## config.mk

```make
export PLATFORM = sky130hd
export DESIGN_NAME = pc_phase_sequencer
export DESIGN_NICKNAME = d
export VERILOG_FILES = /design/src/rtl/pcseq_pkg.sv /design/src/rtl/pcseq_phase_cnt.sv /design/src/rtl/pc_phase_sequencer.sv
export SDC_FILE = /design/constraint.sdc
export NUM_CORES = 1
export LEC_CHECK = 0
export CORE_AREA = 10 10 47 49
export CTS_BUF_LIST = sky130_fd_sc_hd__clkbuf_4 sky130_fd_sc_hd__clkbuf_8 sky130_fd_sc_hd__clkbuf_16
export DETAILED_ROUTE_END_ITERATION = 16
export DIE_AREA = 0 0 57 59
export HOLD_SLACK_MARGIN = 0.12
export PLACE_DENSITY_LB_ADDON = 0.05
export SKIP_CTS_REPAIR_TIMING = 1
export SLEW_MARGIN = 40
export SYNTH_ARGS = -nofsm -noshare
export SYNTH_HDL_FRONTEND = slang
export SYNTH_HIERARCHICAL = 1
export SYNTH_SLANG_ARGS = --single-unit
```

## constraint.sdc

```tcl
create_clock -name PCSEQ_Clk -period 1.5 [get_ports PCSEQ_Clk]
set_input_delay 0.225 -clock PCSEQ_Clk [delete_from_list [all_inputs] [get_ports PCSEQ_Clk]]
set_output_delay 0.225 -clock PCSEQ_Clk [all_outputs]
set_load 0.03 [all_outputs]
```

## src/rtl/pcseq_pkg.sv

```systemverilog
// Shared definitions for the PC phase sequencer: FSM state encoding and
// the legal range of the PHASES parameter.
package pcseq_pkg;

    typedef enum logic [1:0] {
        PCSEQ_IDLE = 2'd0,
        PCSEQ_RUN  = 2'd1,
        PCSEQ_HOLD = 2'd2
    } pcseq_state_e;

    localparam int unsigned PCSEQ_PHASES_MIN = 2;
    localparam int unsigned PCSEQ_PHASES_MAX = 16;

    // True when a PHASES value is inside the supported range.
    function automatic bit pcseq_phases_legal(input int unsigned phases);
        return (phases >= PCSEQ_PHASES_MIN) && (phases <= PCSEQ_PHASES_MAX);
    endfunction

endpackage

```

## src/rtl/pcseq_phase_cnt.sv

```systemverilog
// Modulo-PHASES phase counter with clear, hold and explicit wrap, plus a
// gated one-hot decode of the current phase.
// Ports:
//   clk, rst_n   clock, asynchronous active-low reset
//   i_clr        force phase to 0 on the next edge (wins over i_adv)
//   i_adv        advance phase by one, wrapping PHASES-1 -> 0
//   i_oh_en      enable the one-hot decode (all-zero when low)
//   o_phase      current phase index
//   o_phase_oh   one-hot decode of o_phase
//   o_last_c     combinational: phase is PHASES-1
module pcseq_phase_cnt #(
    parameter int unsigned PHASES  = 2,
    parameter int unsigned PHASE_W = $clog2(PHASES)
) (
    input  logic               clk,
    input  logic               rst_n,
    input  logic               i_clr,
    input  logic               i_adv,
    input  logic               i_oh_en,
    output logic [PHASE_W-1:0] o_phase,
    output logic [PHASES-1:0]  o_phase_oh,
    output logic               o_last_c
);

    localparam logic [PHASE_W-1:0] LAST_PHASE = PHASE_W'(PHASES - 1);

    logic [PHASE_W-1:0] r_phase;

    // Explicit compare so non-power-of-2 PHASES wraps correctly.
    assign o_last_c = (r_phase == LAST_PHASE);
    assign o_phase  = r_phase;

    // Phase register.
    always_ff @(posedge clk or negedge rst_n) begin
        if (!rst_n) begin
            r_phase <= '0;
        end else if (i_clr) begin
            r_phase <= '0;
        end else if (i_adv) begin
            r_phase <= o_last_c ? '0 : r_phase + PHASE_W'(1);
        end
    end

    // One-hot decode, bounded to PHASES bits.
    always_comb begin
        o_phase_oh = '0;
        for (int unsigned i = 0; i < PHASES; i++) begin
            o_phase_oh[i] = i_oh_en && (r_phase == PHASE_W'(i));
        end
    end

endmodule

```

## src/rtl/pc_phase_sequencer.sv

```systemverilog
// PC phase sequencer: walks each instruction through PHASES cycles and
// emits a one-cycle PC set-enable on the last phase, with stall, flush
// and run/stop control.
// Optional feature: define PCSEQ_RETIRE_CNT_EN to add the 32-bit retired
// instruction counter output PCSEQ_Retired.
// Ports:
//   PCSEQ_Clk       system clock
//   PCSEQ_Reset     asynchronous active-low reset
//   PCSEQ_En        run request; low stops sequencing
//   PCSEQ_Stall     hold current phase
//   PCSEQ_Flush     abort instruction, restart at phase 0
//   PCSEQ_Set_En    PC load enable (combinational), one per instruction
//   PCSEQ_Phase     current phase index
//   PCSEQ_Phase_Oh  one-hot phase, zero in IDLE
//   PCSEQ_Busy      high in RUN or HOLD
//   PCSEQ_Retired   (optional) count of Set_En pulses
module pc_phase_sequencer
    import pcseq_pkg::*;
#(
    parameter int unsigned PHASES  = 2,
    parameter int unsigned PHASE_W = $clog2(PHASES)
) (
    input  logic               PCSEQ_Clk,
    input  logic               PCSEQ_Reset,
    input  logic               PCSEQ_En,
    input  logic               PCSEQ_Stall,
    input  logic               PCSEQ_Flush,
    output logic               PCSEQ_Set_En,
    output logic [PHASE_W-1:0] PCSEQ_Phase,
    output logic [PHASES-1:0]  PCSEQ_Phase_Oh,
    output logic               PCSEQ_Busy
`ifdef PCSEQ_RETIRE_CNT_EN
    ,
    output logic [31:0]        PCSEQ_Retired
`endif
);

    generate
        if (!pcseq_phases_legal(PHASES)) begin : g_bad_phases
            $error("pc_phase_sequencer: PHASES must be within 2..16");
        end
    endgenerate

    pcseq_state_e r_state;
    pcseq_state_e w_state_nxt;
    logic         w_clr;
    logic         w_adv;
    logic         w_last;

    // State register.
    always_ff @(posedge PCSEQ_Clk or negedge PCSEQ_Reset) begin
        if (!PCSEQ_Reset) begin
            r_state <= PCSEQ_IDLE;
        end else begin
            r_state <= w_state_nxt;
        end
    end

    // Next state and counter control; priority Flush > ~En > Stall > advance.
    always_comb begin
        w_state_nxt = r_state;
        w_clr       = 1'b0;
        w_adv       = 1'b0;
        case (r_state)
            PCSEQ_IDLE: begin
                w_clr = 1'b1;
                if (PCSEQ_En) begin
                    w_state_nxt = PCSEQ_RUN;
                end
            end
            PCSEQ_RUN, PCSEQ_HOLD: begin
                if (PCSEQ_Flush) begin
                    w_clr       = 1'b1;
                    w_state_nxt = PCSEQ_En ? PCSEQ_RUN : PCSEQ_IDLE;
                end else if (!PCSEQ_En) begin
                    w_clr       = 1'b1;
                    w_state_nxt = PCSEQ_IDLE;
                end else if (PCSEQ_Stall) begin
                    w_state_nxt = PCSEQ_HOLD;
                end else begin
                    // Leaving HOLD re-executes the held phase before advancing.
                    w_state_nxt = PCSEQ_RUN;
                    w_adv       = (r_state == PCSEQ_RUN);
                end
            end
            default: begin
                w_clr       = 1'b1;
                w_state_nxt = PCSEQ_IDLE;
            end
        endcase
    end

    assign PCSEQ_Busy = (r_state != PCSEQ_IDLE);

    pcseq_phase_cnt #(
        .PHASES  (PHASES),
        .PHASE_W (PHASE_W)
    ) u_phase_cnt (
        .clk        (PCSEQ_Clk),
        .rst_n      (PCSEQ_Reset),
        .i_clr      (w_clr),
        .i_adv      (w_adv),
        .i_oh_en    (PCSEQ_Busy),
        .o_phase    (PCSEQ_Phase),
        .o_phase_oh (PCSEQ_Phase_Oh),
        .o_last_c   (w_last)
    );

    // Fires only on a cycle that actually completes the last phase.
    assign PCSEQ_Set_En = (r_state == PCSEQ_RUN) && w_last && PCSEQ_En
                          && !PCSEQ_Stall && !PCSEQ_Flush;

`ifdef PCSEQ_RETIRE_CNT_EN
    logic [31:0] r_retired;

    // Retired instruction counter; only reset clears it.
    always_ff @(posedge PCSEQ_Clk or negedge PCSEQ_Reset) begin
        if (!PCSEQ_Reset) begin
            r_retired <= '0;
        end else if (PCSEQ_Set_En) begin
            r_retired <= r_retired + 32'd1;
        end
    end

    assign PCSEQ_Retired = r_retired;
`endif

endmodule

```

==> results of run 1 <==
## critical path, delay by kind of cell
| family | cells | cell delay (ns) |
|---|---|---|
| AND/OR/NAND/NOR | 2 | 0.38 |
| buffers and inverters | 2 | 0.61 |
## flip-flops by register name, summed over array words and instances (netlist names)
signal                count
u_phase_cnt/o_last_c      1
r_state                   2
## power groups by stage
stage	clock, W	sequential [W]	combinational [W]
2_1_floorplan	0	0.000113	0.000198
3_3_place_gp	0	0.000116	0.000301
3_5_place_dp	0	0.000115	0.000301
4_1_cts	0.000167	0.000114	0.000302
5_1_grt	0.000173	0.000118	0.000381
6_report	0.000157	0.000118	0.000341
## per-layer routing
| metal | wire, um | part of all wire, % | vias up |
|---|---|---|---|
| li1 | - | - | 115 |
| met4 | 0 | 0 | 0 |
| met5 | 0 | 0 | - |
| met1 | 291 | 46 | 103 |
| met3 | 43 | 6.9 | 0 |
| met2 | 292 | 47 | 7 |
## area by class of cell
| cell class | count | area, um2 |
|---|---|---|
| fillers | 157 | 969.7 |
| well taps | 16 | 20.02 |
| repair buffers | 14 | 130.1 |
| clock buffers | 4 | 30.03 |
| inverters | 3 | 11.26 |
| flip-flops and latches | 3 | 75.07 |
| multi-input cells | 17 | 165.2 |
## how the worst max path moves through the flow
stage,end
floorplan,PCSEQ_Phase_Oh[1]
global placement,PCSEQ_Set_En
detailed placement,PCSEQ_Set_En
CTS,PCSEQ_Phase_Oh[0]
global route,PCSEQ_Set_En
finish,PCSEQ_Set_En
## logic make-up (layout without fill, tap and decap cells)
logic type / Yosys count / count (layout)
compound gates: 2 / 2
xor+xnor: 1 / 1
fa+ha+maj: 3 / 3
buf+inv: 4 / 21
flops: 3 / 3
mux: 1 / 1
simple gates: 10 / 10
## stage by stage
step           utilization, %  worst slack (ns)  hold WS, ns  instances  TNS [ns]
2_1_floorplan               -            0.1430     -0.07059         24         0
3_3_place_gp            26.34          -0.03197       0.4187         52  -0.03197
3_5_place_dp            26.34          -0.02092       0.4185         52  -0.02092
4_1_cts                 28.48          -0.04294       0.1690         56   -0.1065
5_1_grt                 30.80          0.005305       0.1721         57         0
6_report                30.80           0.05963       0.1751         57         0
## cell usage in the layout (no fill, tap or decap)
master and count:
nor2_1 1, xnor2_1 1, ha_4 1, ha_1 2, nor2b_1 1, mux2i_1 1
clkbuf_4 4, dlymetal6s2s_1 2, a32o_1 1, nor3b_2 1, and2b_1 1, and4b_2 1
inv_2 3, and2b_2 1, dfrtp_1 3, buf_4 7, nand2b_1 1, nand2_2 1
nand4b_1 1, clkdlybuf4s50_1 3, o31ai_1 1, buf_6 2, and2_2 1
==> impl_metrics.json, run 1 <==
{
  "status": "finished clean",
  "p_per_area_nw_per_um2": 1428,
  "grtUsageTotal_pct": 3.974,
  "crit_chain": "clkdlybuf4s50_1, and2b_1, and4b_2, buf_6",
  "busiest_layer": "met2",
  "firstDrtPassIters": 4,
  "r2r_slack_ns": 0.24,
  "seqPwrFrac_pct": 19.1,
  "synth_fa_ha_area_share_pct": 15.23,
  "clkTransAtPathRegs_ns": 0.04,
  "grt_setup_unrepaired": "false",
  "via_per_inst": 3.947,
  "ctsHtreeMaxLevel": 1,
  "synth.distinct_cells": 18,
  "dieWidth_um": 57,
  "rows": 14,
  "io_buffers": 9,
  "finalNetCount": 50,
  "die_h_um": 59,
  "r2r-start": "r_state[0]$_DFFE_PN0P_",
  "synth_sequential_area_ratio_pct": 30.46,
  "max_cap_violations": 0,
  "arrival_ns": 1.22,
  "hold_path_class": "input port to asynchronous set/reset pin",
  "fin_crit_ns": 1.440,
  "cts_root_buf": "clkbuf_4",
  "yosys_warnings": 6,
  "syn_nets": 32,
  "use_met2_pct": 5.426,
  "tightest_slew_ns": 0.3365,
  "cpMaxStageDelayCell": "clkdlybuf4s50_1",
  "synth_seq_cells": 3,
  "cts.sinks": 3,
  "synth.top_cell.area_share_pct": 30.46,
  "crit_fanout": 2,
  "crit_path_start_kind": "input port",
  "cts_tree": "yes",
  "ys_top_cells_by_count": "dfrtp_1 (3), ha_1 (3), inv_1 (3)",
  "initial_utilization_pct": 17.59,
  "final_area_um2": 431.7,
  "diodes": 0,
  "layout-area-overhead-vs-synth_pct": 75.13,
  "insertion_delay_ns": 0.23,
  "ys.flop_type": "dfrtp_1",
  "internal_power_w": 0.0003816,
  "fmax_ghz": 0.6943,
  "dp_hpwl_um": 519.3,
  "drcViolationCount": 0,
  "ant_nets": 0,
  "core_area_um2": 1401,
  "syn_avg_cell_area_um2": 10.27,
  "drive_gt1_share_pct": 53.66,
  "synth_compound_area_share_pct": 7.107,
  "clock_power_share_pct": 25.5,
  "wl_per_cell_um": 11.00,
  "use_met3_pct": 1.717,
  "finalHoldViolCount": 0,
  "vias": 225,
  "finalPower_w": 0.0006163,
  "grt_pass1_vias": 229,
  "setup.worst_path.end_class": "output pin",
  "synth_top_cell_by_area": "dfrtp_1",
  "path_class": "input port to output pin",
  "slew_headroom_pct": 77.53,
  "grt_pass1_wl_um": 966,
  "synth_edf_count": 0,
  "clock_path_buffers": 2,
  "antenna_found_initial": 0,
  "crit_start": "PCSEQ_En",
  "placed_cell_area_um2": 369.1,
  "die_area_um2": 3363,
  "syn_inst": 24,
  "slowest_delay_ns": 0.48,
  "ys_top_cells_by_area": "dfrtp_1 (30%), ha_1 (15%), nor3b_2 (5.1%)",
  "required_ns": 1.27,
  "switching_share_pct": 38.08,
  "leakage_nw": 0.2246,
  "io_pins": 10,
  "timing.rr.end": "u_phase_cnt/o_last_c$_DFFE_PN0P_",
  "reg2reg_depth": 6,
  "cts_buffers": 3,
  "wirelength_um": 627,
  "slew_violations": 0,
  "synthMuxAreaShare_pct": 4.061,
  "synth-async-reset-ratio_pct": 100.0,
  "yosys.area_share.simple_pct": 31.98,
  "place_congestion": 0.6270,
  "grt_max_degree": 5,
  "syn_area_um2": 246.5,
  "finalSetupViolCount": 0,
  "worst_clock_skew_ns": 0.0002828,
  "fin_crit_sh_pct": 96.02,
  "comb_power_share_pct": 55.4,
  "drtIter0Drc": 4,
  "p_sw_w": 0.0002347,
  "synth_top_family_by_area": "simple AND/OR/NAND/NOR gates",
  "grt_use_met1_pct": 4.033,
  "ir_worst_vdd_mv": 0.5282,
  "synthXorXnorAreaFrac_pct": 3.553,
  "overflow": 0
}
No activity file was read; power rests on OpenSTA's default activity.
==> run 2: changes to the inputs <==
==> constraint.sdc (replaced) <==
create_clock -name PCSEQ_Clk -period 1.4 [get_ports PCSEQ_Clk]
set_input_delay 0.21 -clock PCSEQ_Clk [delete_from_list [all_inputs] [get_ports PCSEQ_Clk]]
set_output_delay 0.21 -clock PCSEQ_Clk [all_outputs]
set_load 0.03 [all_outputs]
==> run 2 against run 1 <==
Effect of this change:
- combinational power is 21% higher
- non-clock buffer count up 1
- routed wire length up 1.4%
- the flow now finishes with violations (setup timing)
==> impl_metrics.json, run 2 (synthesized netlist as in run 1, its figures left out) <==
{
  "ir_worst_vdd_mv": 0.4568,
  "whs_ns": 0.1546,
  "rows": 14,
  "drcViolationCount": 0,
  "arrival_ns": 1.22,
  "worst_clock_skew_ns": 0.001075,
  "clock_path_buffers": 2,
  "layout-area-overhead-vs-synth_pct": 82.23,
  "fin_ws_ns": -0.03420,
  "ctsHtreeMaxLevel": 1,
  "path_delay_family": "flip-flops",
  "setup.worst_path.end_class": "output pin",
  "fill_cells": 160,
  "hold_path_class": "input port to asynchronous set/reset pin",
  "clkTransAtPathRegs_ns": 0.04,
  "slowest_delay_ns": 0.38,
  "dp_hpwl_um": 524.9,
  "setup_tns_ns": -0.06199,
  "max_cap_violations": 0,
  "top_register": "r_state",
  "p_sw_w": 0.0002686,
  "antenna_found_initial": 0,
  "grt_setup_unrepaired": "true",
  "grt_pass1_wl_um": 1083,
  "busiest_layer": "met2",
  "slew_headroom_pct": 77.52,
  "cts.sinks": 3,
  "slew_violations": 0,
  "die_area_um2": 3363,
  "fin_util_pct": 32.05,
  "fmax_ghz": 0.6973,
  "insertion_delay_ns": 0.23,
  "die_h_um": 59,
  "firstDrtPassIters": 1,
  "violations": "setup timing",
  "cts_buffers": 3,
  "finalPower_w": 0.0007080,
  "grt_use_met1_pct": 4.177,
  "fin_crit_ns": 1.434,
  "status": "finished, violations left",
  "largest_register_ffs": 2,
  "crit_path_start_kind": "flip-flop",
  "seqPwrFrac_pct": 17.5,
  "comb_power_share_pct": 58.2,
  "crit_fanout": 3,
  "cpMaxStageDelayCell": "dfrtp_1",
  "wirelength_um": 636,
  "drtIter0Drc": 0,
  "path_class": "flip-flop to output pin",
  "initial_utilization_pct": 17.59,
  "vias": 234,
  "cts_root_buf": "clkbuf_4",
  "cts_tree": "yes",
  "use_met2_pct": 5.891,
  "grt_max_degree": 5,
  "grtUsageTotal_pct": 4.286,
  "diodes": 0,
  "ant_nets": 0,
  "finalSetupViolCount": 2,
  "io_buffers": 9,
  "io_pins": 10,
  "critPathBufInv": 2,
  "p_per_area_nw_per_um2": 1576,
  "wl_per_cell_um": 10.97,
  "fin_crit_sh_pct": 102.4,
  "finalNetCount": 51,
  "mostFrequentLayoutCells": "buf_4 (7), clkbuf_4 (4), dlymetal6s2s_1 (3), buf_6 (3), dfrtp_1 (3)",
  "leakage_nw": 0.2393,
  "overflow": 0,
  "core_area_um2": 1401,
  "finalHoldViolCount": 0,
  "tightest_slew_ns": 0.3366,
  "place_congestion": 0.6227,
  "grt_pass1_vias": 257,
  "required_ns": 1.19,
  "crit_chain": "inv_2, ha_1, and4b_2, buf_6",
  "via_per_inst": 4.034,
  "switching_share_pct": 37.94,
  "clock_power_share_pct": 24.3,
  "dieWidth_um": 57,
  "use_met3_pct": 2.361,
  "final_common_cell": "buf_4",
  "internal_power_w": 0.0004394,
  "drive_gt1_share_pct": 54.76,
  "dp_worst_setup_slack_ns": -0.1035
}
-- run 2: layer usage --
metal	routed length [um]	share of wire [%]	vias to the layer above
met4	21	3.3	0
met3	68	11	3
li1	-	-	117
met2	281	44	12
met1	264	42	102
met5	0	0	-
-- run 2: stage by stage --
| stage | cell area (um2) | instances |
|---|---|---|
| 4_1_cts | 406.6 | 57 |
| 2_1_floorplan | 246.5 | 24 |
| 3_3_place_gp | 376.6 | 53 |
| 6_report | 449.2 | 58 |
| 5_1_grt | 449.2 | 58 |
| 3_5_place_dp | 376.6 | 53 |
-- run 2: power by group through the flow --
stage	clock network (W)	registers [W]	logic, W
after detailed placement	0	0.000124	0.000328
after global placement	0	0.000124	0.000330
after CTS	0.000179	0.000122	0.000330
after floorplan	0	0.000121	0.000212
final	0.000172	0.000124	0.000412
after global routing	0.000195	0.000126	0.000460
-- run 2: area by class of cell --
class                           count  area [um2]  share of cell area (%)
Sequential cell                     3       75.07                   16.71
Inverter                            3       13.76                   3.064
Tap cell                           16       20.02                   4.457
Timing Repair Buffer               15       143.9                   32.03
Clock buffer                        4       30.03                   6.685
Multi-Input combinational cell     17       166.4                   37.05
-- run 2: worst register-to-register path, cell delays in order, from the launching register on --
cell and delay, ns:
dfrtp_1 0.37, inv_2 0.07, ha_4 0.26, nand2_2 0.05, nor3b_2 0.19, xnor2_1 0.14
nor2_1 0.06
-- run 2: final timing paths --
| kind | startpoint | end | slack [ns] | depth (start not counted) |
|---|---|---|---|---|
| worst max-delay path | r_state[1]$_DFFE_PN0P_ | PCSEQ_Set_En | -0.03 | 4 |
| worst min-delay path | PCSEQ_Reset | r_state[0]$_DFFE_PN0P_ | 0.15 | 1 |
| worst max register to register | r_state[0]$_DFFE_PN0P_ | u_phase_cnt/o_last_c$_DFFE_PN0P_ | 0.16 | 6 |
| worst min register to register | r_state[1]$_DFFE_PN0P_ | r_state[1]$_DFFE_PN0P_ | 0.61 | 2 |
| max in group asynchronous | PCSEQ_Reset | r_state[1]$_DFFE_PN0P_ | 1.11 | 1 |
| min in group PCSEQ_Clk | PCSEQ_En | r_state[1]$_DFFE_PN0P_ | 0.35 | 3 |
==> run 3: changes to the inputs <==
--- a/config.mk
+++ b/config.mk
@@ -12,6 +12,7 @@
 export HOLD_SLACK_MARGIN = 0.12
 export PLACE_DENSITY_LB_ADDON = 0.05
 export SKIP_CTS_REPAIR_TIMING = 1
+export SKIP_LAST_GASP = 1
 export SLEW_MARGIN = 40
 export SYNTH_ARGS = -nofsm -noshare
 export SYNTH_HDL_FRONTEND = slang
==> run 3 against run 2 <==
Effect of this change:
- the flow still finishes with violations (setup timing)
- setup slack improved by 0.0015 ns
- routed wire length decreased by 0.79%
- via count decreased by 1.7%
- worst hold slack improved by 0.0024 ns
- design area decreased by 0.84%
- largest cell class unchanged
- critical path depth unchanged
- clock skew about the same
- clock power about the same
- utilization decreased by 0.27 points
==> impl_metrics.json, run 3 (synthesized netlist as in run 1, its figures left out) <==
{
  "status": "finished, violations left",
  "violations": "setup timing",
  "die_area_um2": 3363,
  "ir_worst_vdd_mv": 0.4559,
  "fill_cells": 160,
  "hold_path_class": "input port to asynchronous set/reset pin",
  "drive_gt1_share_pct": 54.76,
  "wirelength_um": 631,
  "via_per_inst": 3.966,
  "dieWidth_um": 57,
  "place_inst": 53,
  "mostFrequentLayoutCells": "buf_4 (7), clkbuf_4 (4)",
  "slew_violations": 0,
  "fmax_ghz": 0.6980,
  "clock_path_buffers": 2,
  "vias": 230,
  "reg2reg_depth": 6,
  "final_area_um2": 445.4,
  "place_congestion": 0.6227,
  "die_h_um": 59,
  "cts_root_buf": "clkbuf_4",
  "initial_utilization_pct": 17.59,
  "grt_pass1_vias": 257,
  "finalSetupViolCount": 2,
  "insertion_delay_ns": 0.23,
  "r2r-start": "r_state[0]$_DFFE_PN0P_",
  "cts.sinks": 3,
  "crit_path_start_kind": "flip-flop",
  "grt_pass1_wl_um": 1083,
  "multi_input_area_um2": 165.2,
  "antenna_found_initial": 0,
  "slowest_delay_ns": 0.38,
  "io_buffers": 9,
  "placed_cell_area_um2": 376.6,
  "grt_setup_unrepaired": "true",
  "path_class": "flip-flop to output pin",
  "dp_hpwl_um": 524.9,
  "wl_per_cell_um": 10.88,
  "tightest_slew_ns": 0.3366,
  "clkTransAtPathRegs_ns": 0.04,
  "crit_chain": "inv_2, ha_1, and4b_2, buf_6",
  "max_cap_violations": 0,
  "required_ns": 1.19,
  "overflow": 0,
  "timing.rr.end": "u_phase_cnt/o_last_c$_DFFE_PN0P_",
  "cpMaxStageDelayCell": "dfrtp_1",
  "ctsHtreeMaxLevel": 1,
  "crit_start": "r_state[1]$_DFFE_PN0P_",
  "top_register": "r_state",
  "finalHoldViolCount": 0,
  "finalPower_w": 0.0006907,
  "arrival_ns": 1.22,
  "cts_buffers": 3,
  "fin_crit_ns": 1.433,
  "core_area_um2": 1401,
  "drcViolationCount": 0,
  "cts_tree": "yes",
  "grt_max_degree": 5,
  "final_common_cell": "buf_4",
  "crit_fanout": 3,
  "setup.worst_path.end_class": "output pin",
  "critPathBufInv": 2,
  "fin_util_pct": 31.79,
  "rows": 14,
  "largest_register_ffs": 2,
  "slew_headroom_pct": 77.53,
  "regArea_um2": 75.07,
  "r2r_slack_ns": 0.16,
  "fin_ws_ns": -0.03267,
  "layout-area-overhead-vs-synth_pct": 80.71,
  "setup_tns_ns": -0.05557,
  "path_delay_family": "flip-flops",
  "io_pins": 10,
  "finalNonFillerCells": 58,
  "fin_crit_sh_pct": 102.3,
  "p_per_area_nw_per_um2": 1551,
  "drtIter0Drc": 1,
  "finalNetCount": 51,
  "grtUsageTotal_pct": 4.286,
  "leakage_nw": 0.2385,
  "firstDrtPassIters": 3,
  "ant_nets": 0,
  "worst_clock_skew_ns": 0.001063,
  "diodes": 0
}
-- run 3: changes by cell type in the layout (fill, tap and decap cells not counted) --
cell    before  now
inv_2        2    3
and2_2       0    1
inv_4        1    0
and2_4       1    0
-- run 3: metal layers --
metal  wire length (um)  track usage, %
met1                259           4.177
met2                293           5.891
met3                 67           2.361
met4                 10           5.034
met5                  0               0
-- run 3: how the worst max path moves through the flow --
stage / cells past startpoint / slack (ns) / endpoint
5_1_grt: 4 / -0.1 / PCSEQ_Set_En
3_3_place_gp: 4 / -0.11 / PCSEQ_Set_En
6_report: 4 / -0.03 / PCSEQ_Set_En
2_1_floorplan: 4 / 0.06 / PCSEQ_Phase_Oh[1]
4_1_cts: 5 / -0.13 / PCSEQ_Phase_Oh[0]
3_5_place_dp: 4 / -0.10 / PCSEQ_Set_En
-- run 3: area by class of cell --
type                       instances  share of cell area (%)
timing repair buffer              15                   32.30
inverter                           3                   2.528
multi-input combinational         17                   37.08
sequential                         3                   16.85
clock buffer                       4                   6.742
tap                               16                   4.494
-- run 3: through the flow --
stage | hold slack, ns | worst slack [ns]
CTS | 0.1506 | -0.1320
detailed placement | 0.4023 | -0.1035
finish | 0.1570 | -0.03267
floorplan | -0.08559 | 0.05801
global route | 0.1428 | -0.09551
global placement | 0.4034 | -0.1056
-- run 3: worst register-to-register path: stages (launching register included) --
cell,delay [ns]
dfrtp_1,0.37
inv_2,0.07
ha_4,0.26
nand2_2,0.05
nor3b_2,0.19
xnor2_1,0.14
nor2_1,0.06
-- run 3: power breakdown --
| part | internal [W] | switching [W] |
|---|---|---|
| combinational | 0.000196 | 0.000200 |
| sequential | 0.000108 | 0.0000166 |
| clock | 0.000126 | 0.0000440 |
